$ cat src/rtl/store_align_unit_pkg.sv
// ----------------------------------------------------------------------------
// store_align_unit_pkg : shared types for the store alignment unit
// Revision: 1.0
// ----------------------------------------------------------------------------
`default_nettype none

package store_align_unit_pkg;

  // log2 of the access size in bytes
  typedef logic [2:0] msize_t;

  localparam msize_t MSIZE1  = 3'd0;
  localparam msize_t MSIZE2  = 3'd1;
  localparam msize_t MSIZE4  = 3'd2;
  localparam msize_t MSIZE8  = 3'd3;
  localparam msize_t MSIZE16 = 3'd4;

  typedef enum logic [1:0] {
    ST_IDLE  = 2'd0,
    ST_BEAT0 = 2'd1,
    ST_BEAT1 = 2'd2,
    ST_RESP  = 2'd3
  } align_state_t;

endpackage

`default_nettype wire

$ cat src/rtl/store_align_unit_lane_shift.sv
// ----------------------------------------------------------------------------
// store_align_unit_lane_shift : places a store into a double-width lane window
// Revision: 1.0
// ----------------------------------------------------------------------------
`default_nettype none

module store_align_unit_lane_shift
  import store_align_unit_pkg::*;
#(
  parameter int DATA_W        = 64,
  parameter int MISALIGN_MODE = 1,
  parameter int NB            = DATA_W / 8,
  parameter int OFF_W         = $clog2(NB)
) (
  input  logic [OFF_W-1:0]    i_off,
  input  msize_t              i_msize,
  input  logic [DATA_W-1:0]   i_data,
  output logic [2*DATA_W-1:0] o_wide_data,
  output logic [2*NB-1:0]     o_wide_strb,
  output logic                o_cross,
  output logic                o_err
);

  logic [8:0]        w_n;
  logic [NB-1:0]     w_lane_en;
  logic [DATA_W-1:0] w_data_m;
  logic [15:0]       w_end;

  assign w_n = 9'd1 << i_msize;

  // Bytes above the access size are dropped before shifting
  for (genvar i = 0; i < NB; i++) begin : g_lane
    assign w_lane_en[i]       = (9'(i) < w_n);
    assign w_data_m[8*i +: 8] = i_data[8*i +: 8] & {8{w_lane_en[i]}};
  end

  assign o_wide_data = {{DATA_W{1'b0}}, w_data_m} << {i_off, 3'b000};
  assign o_wide_strb = {{NB{1'b0}}, w_lane_en} << i_off;

  assign w_end   = 16'(i_off) + 16'(w_n);
  assign o_cross = (w_end > 16'(NB));
  assign o_err   = (16'(w_n) > 16'(NB)) ||
                   ((MISALIGN_MODE == 0) &&
                    ((16'(i_off) & (16'(w_n) - 16'd1)) != 16'd0));

endmodule

`default_nettype wire

$ cat src/rtl/store_align_unit.sv
// ----------------------------------------------------------------------------
// store_align_unit : byte-lane store aligner with optional two-beat split
// Revision: 1.0
// ----------------------------------------------------------------------------
`default_nettype none

module store_align_unit
  import store_align_unit_pkg::*;
#(
  parameter int DATA_W        = 64,
  parameter int ADDR_W        = 64,
  parameter int MISALIGN_MODE = 1
) (
  input  logic                clk,
  input  logic                resetn,
  input  logic                req_valid,
  output logic                req_ready,
  input  logic [ADDR_W-1:0]   req_addr,
  input  logic [DATA_W-1:0]   req_data,
  input  msize_t              req_msize,
  output logic                bus_valid,
  input  logic                bus_ready,
  output logic [ADDR_W-1:0]   bus_addr,
  output logic [DATA_W-1:0]   bus_data,
  output logic [DATA_W/8-1:0] bus_strobe,
  output logic                resp_valid,
  output logic                resp_err
);

  localparam int NB    = DATA_W / 8;
  localparam int OFF_W = $clog2(NB);

  typedef logic [NB-1:0] strb_t;

  logic [2*DATA_W-1:0] w_wide_data;
  logic [2*NB-1:0]     w_wide_strb;
  logic                w_cross;
  logic                w_err;

  align_state_t        r_state;
  logic                r_bus_valid;
  logic [ADDR_W-1:0]   r_bus_addr;
  logic [DATA_W-1:0]   r_bus_data;
  strb_t               r_bus_strobe;
  logic [DATA_W-1:0]   r_hi_data;
  strb_t               r_hi_strb;
  logic                r_cross;
  logic                r_resp_valid;
  logic                r_resp_err;

  store_align_unit_lane_shift #(
    .DATA_W       (DATA_W),
    .MISALIGN_MODE(MISALIGN_MODE),
    .NB           (NB),
    .OFF_W        (OFF_W)
  ) u_lane_shift (
    .i_off      (req_addr[OFF_W-1:0]),
    .i_msize    (req_msize),
    .i_data     (req_data),
    .o_wide_data(w_wide_data),
    .o_wide_strb(w_wide_strb),
    .o_cross    (w_cross),
    .o_err      (w_err)
  );

  assign req_ready  = (r_state == ST_IDLE);
  assign bus_valid  = r_bus_valid;
  assign bus_addr   = r_bus_addr;
  assign bus_data   = r_bus_data;
  assign bus_strobe = r_bus_strobe;
  assign resp_valid = r_resp_valid;
  assign resp_err   = r_resp_err;

  always_ff @(posedge clk) begin
    if (!resetn) begin
      r_state      <= ST_IDLE;
      r_bus_valid  <= 1'b0;
      r_bus_addr   <= '0;
      r_bus_data   <= '0;
      r_bus_strobe <= '0;
      r_hi_data    <= '0;
      r_hi_strb    <= '0;
      r_cross      <= 1'b0;
      r_resp_valid <= 1'b0;
      r_resp_err   <= 1'b0;
    end else begin
      case (r_state)
        ST_IDLE: begin
          r_resp_valid <= 1'b0;
          r_resp_err   <= 1'b0;
          if (req_valid) begin
            if (w_err) begin
              r_state      <= ST_RESP;
              r_resp_valid <= 1'b1;
              r_resp_err   <= 1'b1;
            end else begin
              r_state      <= ST_BEAT0;
              r_bus_valid  <= 1'b1;
              r_bus_addr   <= {req_addr[ADDR_W-1:OFF_W], {OFF_W{1'b0}}};
              r_bus_data   <= w_wide_data[DATA_W-1:0];
              r_bus_strobe <= w_wide_strb[NB-1:0];
              r_hi_data    <= w_wide_data[2*DATA_W-1:DATA_W];
              r_hi_strb    <= w_wide_strb[2*NB-1:NB];
              r_cross      <= w_cross;
            end
          end
        end
        ST_BEAT0: begin
          if (bus_ready) begin
            if (r_cross) begin
              // Second beat wraps naturally at the top of the address space
              r_state      <= ST_BEAT1;
              r_bus_addr   <= r_bus_addr + ADDR_W'(NB);
              r_bus_data   <= r_hi_data;
              r_bus_strobe <= r_hi_strb;
            end else begin
              r_state      <= ST_RESP;
              r_bus_valid  <= 1'b0;
              r_resp_valid <= 1'b1;
            end
          end
        end
        ST_BEAT1: begin
          if (bus_ready) begin
            r_state      <= ST_RESP;
            r_bus_valid  <= 1'b0;
            r_resp_valid <= 1'b1;
          end
        end
        ST_RESP: begin
          r_state      <= ST_IDLE;
          r_resp_valid <= 1'b0;
          r_resp_err   <= 1'b0;
        end
        default: begin
          r_state     <= ST_IDLE;
          r_bus_valid <= 1'b0;
        end
      endcase
    end
  end

endmodule

`default_nettype wire

$ cat config.mk
export PLATFORM = sky130hd
export DESIGN_NAME = store_align_unit
export DESIGN_NICKNAME = d
export VERILOG_FILES = /design/src/rtl/store_align_unit_pkg.sv /design/src/rtl/store_align_unit_lane_shift.sv /design/src/rtl/store_align_unit.sv
export SDC_FILE = /design/constraint.sdc
export NUM_CORES = 1
export LEC_CHECK = 0
export ABC_AREA = 1
export CAP_MARGIN = 20
export CORE_MARGIN = 2
export CORE_UTILIZATION = 40
export DETAILED_ROUTE_END_ITERATION = 10
export MAX_ROUTING_LAYER = met4
export PLACE_DENSITY = 0.75
export SETUP_SLACK_MARGIN = 0.3
export SLEW_MARGIN = 20
export SYNTH_ARGS = -nofsm -noshare
export SYNTH_HDL_FRONTEND = slang
export SYNTH_SLANG_ARGS = --single-unit
$ cat constraint.sdc
create_clock -name clk -period 2.8 [get_ports clk]
set_input_delay 0.56 -clock clk [delete_from_list [all_inputs] [get_ports clk]]
set_output_delay 0.56 -clock clk [all_outputs]
set_load 0.02 [all_outputs]
==> results.py <==
metrics = {
    "status": {
        "status": "finished clean",
    },
    "synthesis": {
        "syn_area_mm2": 0.0128,
        "syn_inst": 2153,
        "synth_edf_count": 0,
        "yosysWarningCount": 0,
        "yosysMostFrequentCell": "nand2_1",
        "ys_top_cells_by_count": "nand2_1, a21oi_1, nor2_1, dfxtp_1, o21ai_0",
        "synthArstFlopShare_pct": 0,
        "netlist_top_cells_area": "dfxtp_1, nand2_1, a21oi_1",
        "netlist.top_cell.by_area": "dfxtp_1",
        "ys_seq_area_share_pct": 31.6,
        "ys_seq_elements": 202,
        "yosysUniqueCellTypes": 43,
        "avgSynthCellArea_um2": 5.94,
        "synth_flop_cell": "dfxtp_1",
        "synth_top_area_share_pct": 31.6,
    },
    "cells_and_area": {
        "drive_above_1_share_pct": 6.05,
        "area_delta_synth_final_pct": 31.3,
        "diodes": 0,
        "final_nets": 2522,
        "utilization_pct": 53.2,
        "finalNonFillerCells": 2797,
        "num-fill-cells": 3211,
        "finalInstanceArea_mm2": 0.0168,
    },
    "timing": {
        "slew_violations": 0,
        "hold_violations": 0,
        "slew_headroom_pct": 37.3,
        "worst_pin_slew_ns": 0.941,
        "fmax_mhz": 412,
        "setup-tns-final_ns": 0,
        "setup_viol": 0,
        "skew_ns": 0.0145,
        "final.period_utilization_pct": 86.6,
        "fin_crit_ns": 2.43,
        "rsz0062_at_grt": "false",
    },
    "die": {
        "top_level_ports": 275,
        "dieWidth_um": 183,
        "coreArea_mm2": 0.0316,
        "row_count": 65,
        "start_util_pct": 40.6,
        "die_h_um": 183,
        "die_area_mm2": 0.0334,
    },
    "clock_tree": {
        "cts-hold-fix-buffers": 0,
        "cts_tree": "built",
        "numClockSinks": 202,
        "root_buffer": "clkbuf_16",
        "cts_buffers": 25,
        "htree_levels": 1,
        "cts_setup_buffers": 0,
        "insertion_delay_ns": 0.54,
        "clk_pin_slew_worst_paths_ns": 0.06,
        "clockBufferDepth": 3,
    },
    "critical_path": {
        "path_depth": 9,
        "cpMostUsedCell": "nand3_1",
        "ff2ff_path_depth": 9,
        "critPathMaxStageDelay_ns": 0.44,
        "r2r_start": "bus_addr[4]",
        "required_ns": 3.25,
        "crit_slowest_cell": "dfxtp_1",
        "path_delay_family": "simple AND/OR/NAND/NOR gates",
        "end_kind": "flop",
        "startpoint_type": "flop",
        "critPathBufInv": 0,
        "r2r_end": "bus_addr[49]",
        "path_class": "flop to flop",
        "crit_fanout": 5,
        "arrival_ns": 2.87,
        "crit_chain": "ha_1 > nand3_1 > nor2_1 > nand3_1 > nor2_2 > nand3_1 > o21ai_0 > nand2_1 > a21oi_1",
        "rrSetupSlack_ns": 0.37,
    },
    "min_path": {
        "min_to": "r_hi_strb[5]",
        "hp-class": "flop to flop",
        "hold_start": "r_hi_strb[5]",
        "hold_path_depth": 2,
    },
    "place": {
        "place_area_mm2": 0.0160,
        "place_congestion": 1.01,
        "dp.final_hpwl_mm": 39.4,
        "io_buffers": 271,
        "dp_cells": 2753,
    },
    "detailed_routing": {
        "vias": 15664,
        "wl_mm": 54.0,
        "route.detailed.drc": 0,
        "drt_iter0_markers": 1859,
        "viasPerCell": 5.60,
        "first_pass_iters": 7,
        "wl_per_cell_um": 19.3,
        "final_antenna_net_count": 0,
    },
    "power_and_ir_drop": {
        "intPower_mw": 7.19,
        "power_frac_clock_pct": 26.8,
        "ir_drop_uv": 486,
        "power_frac_comb_pct": 41.1,
        "power.density_mw_per_mm2": 724,
        "p_switching_mw": 4.98,
        "leakage_nw": 6.57,
        "seq_power_share_pct": 32.1,
        "switching_share_pct": 40.9,
    },
    "grt": {
        "grt_first_pass_wirelength_mm": 82.5,
        "grt_overflow": 0,
        "grt_usage_pct": 32.2,
        "grt_max_degree": 91,
        "antenna_found_initial": 0,
        "grt_pass1_vias": 14547,
    },
    "flow_run": {
        "maxCapViolCount": 0,
    },
}
==> what timing repair did <==
item / CTS / global route
setup endpoints to repair: 1 / 2
gates resized for setup: 2 / 1
pin swaps: 0 / 0
==> per-layer routing <==
layer	vias to the layer above	part of all wire, %	GRT usage [%]	wire length [um]
met2	928	45	51.6	24300
met3	140	9.0	3.63	4840
met5	-	0	-	0
met1	7121	42	41.9	22600
li1	7475	-	-	-
met4	0	4.2	12.2	2280
==> registers in the layout, indices dropped and copies added (netlist names), 2 cells and up <==
register    count
r_state         2
bus_addr       61
r_hi_strb       7
bus_data       64
r_hi_data      56
bus_strobe      8
==> logic make-up after synthesis <==
| group | synth area share (%) |
|---|---|
| and+or+nand+nor | 36.1 |
| AOI/OAI and AO/OA | 21.1 |
| buffers and inverters | 9.49 |
| DFF | 31.6 |
| xor gates and xnor gates | 0.753 |
| adders and majority gates | 0.880 |
| other | 0.0293 |
==> power by group through the flow <==
| stage | Combinational, mW | Sequential (mW) | Clock [mW] |
|---|---|---|---|
| floorplan | 2.42 | 4.23 | 0 |
| global placement | 4.86 | 3.95 | 0 |
| detailed placement | 4.92 | 3.95 | 0 |
| CTS | 4.95 | 3.89 | 3.29 |
| global route | 5.40 | 3.95 | 3.41 |
| finish | 5.01 | 3.90 | 3.26 |
==> placed cells by master (no fill, tap or decap), types with 14 or more instances in the layout <==
cell type          n
o22ai_1           20
nand3_1          133
nand2_1          690
o21ai_0          169
or2_2             22
a31oi_1           27
buf_4             43
nor2_1           210
clkdlybuf4s50_1  268
a21oi_1          232
clkbuf_16         25
o21ai_1           18
nor3_1            14
inv_1            161
nand4_1           23
dfxtp_1          202
==> worst min-delay path: stages, from the launching register on <==
cell	delay, ns
dfxtp_1	0.31
nand2_1	0.06
a21oi_1	0.05
==> how the worst max path moves through the flow <==
stage / start / to
3_5_place_dp: req_msize[1] / bus_data[35]
6_report: bus_addr[4] / bus_addr[49]
4_1_cts: bus_addr[4] / bus_addr[49]
5_1_grt: bus_addr[4] / bus_addr[49]
3_3_place_gp: req_msize[0] / bus_data[55]
2_1_floorplan: r_state[0] / bus_addr[8]
==> stage by stage <==
| step | worst slack (ns) | power (mW) | hold slack, ns |
|---|---|---|---|
| final | 0.374 | 12.2 | 0.466 |
| after global routing | 0.313 | 12.8 | 0.476 |
| after CTS | 0.366 | 12.1 | 0.466 |
| after detailed placement | 0.134 | 8.87 | 0.456 |
| after global placement | 0.162 | 8.80 | 0.453 |
| after floorplan | 0.833 | 6.65 | 0.446 |
==> final cells by class <==
type                       count  area [um2]  share of cell area [%]
sequential                   202        4040                    24.1
clock buffer                  36         707                    4.21
clock inverter                 8        96.3                   0.573
inverter                     174         657                    3.91
multi-input combinational   1651        7570                    45.1
timing repair buffer         324        3220                    19.2
tap                          402         503                    2.99
Power figures use the tool's default switching activity.
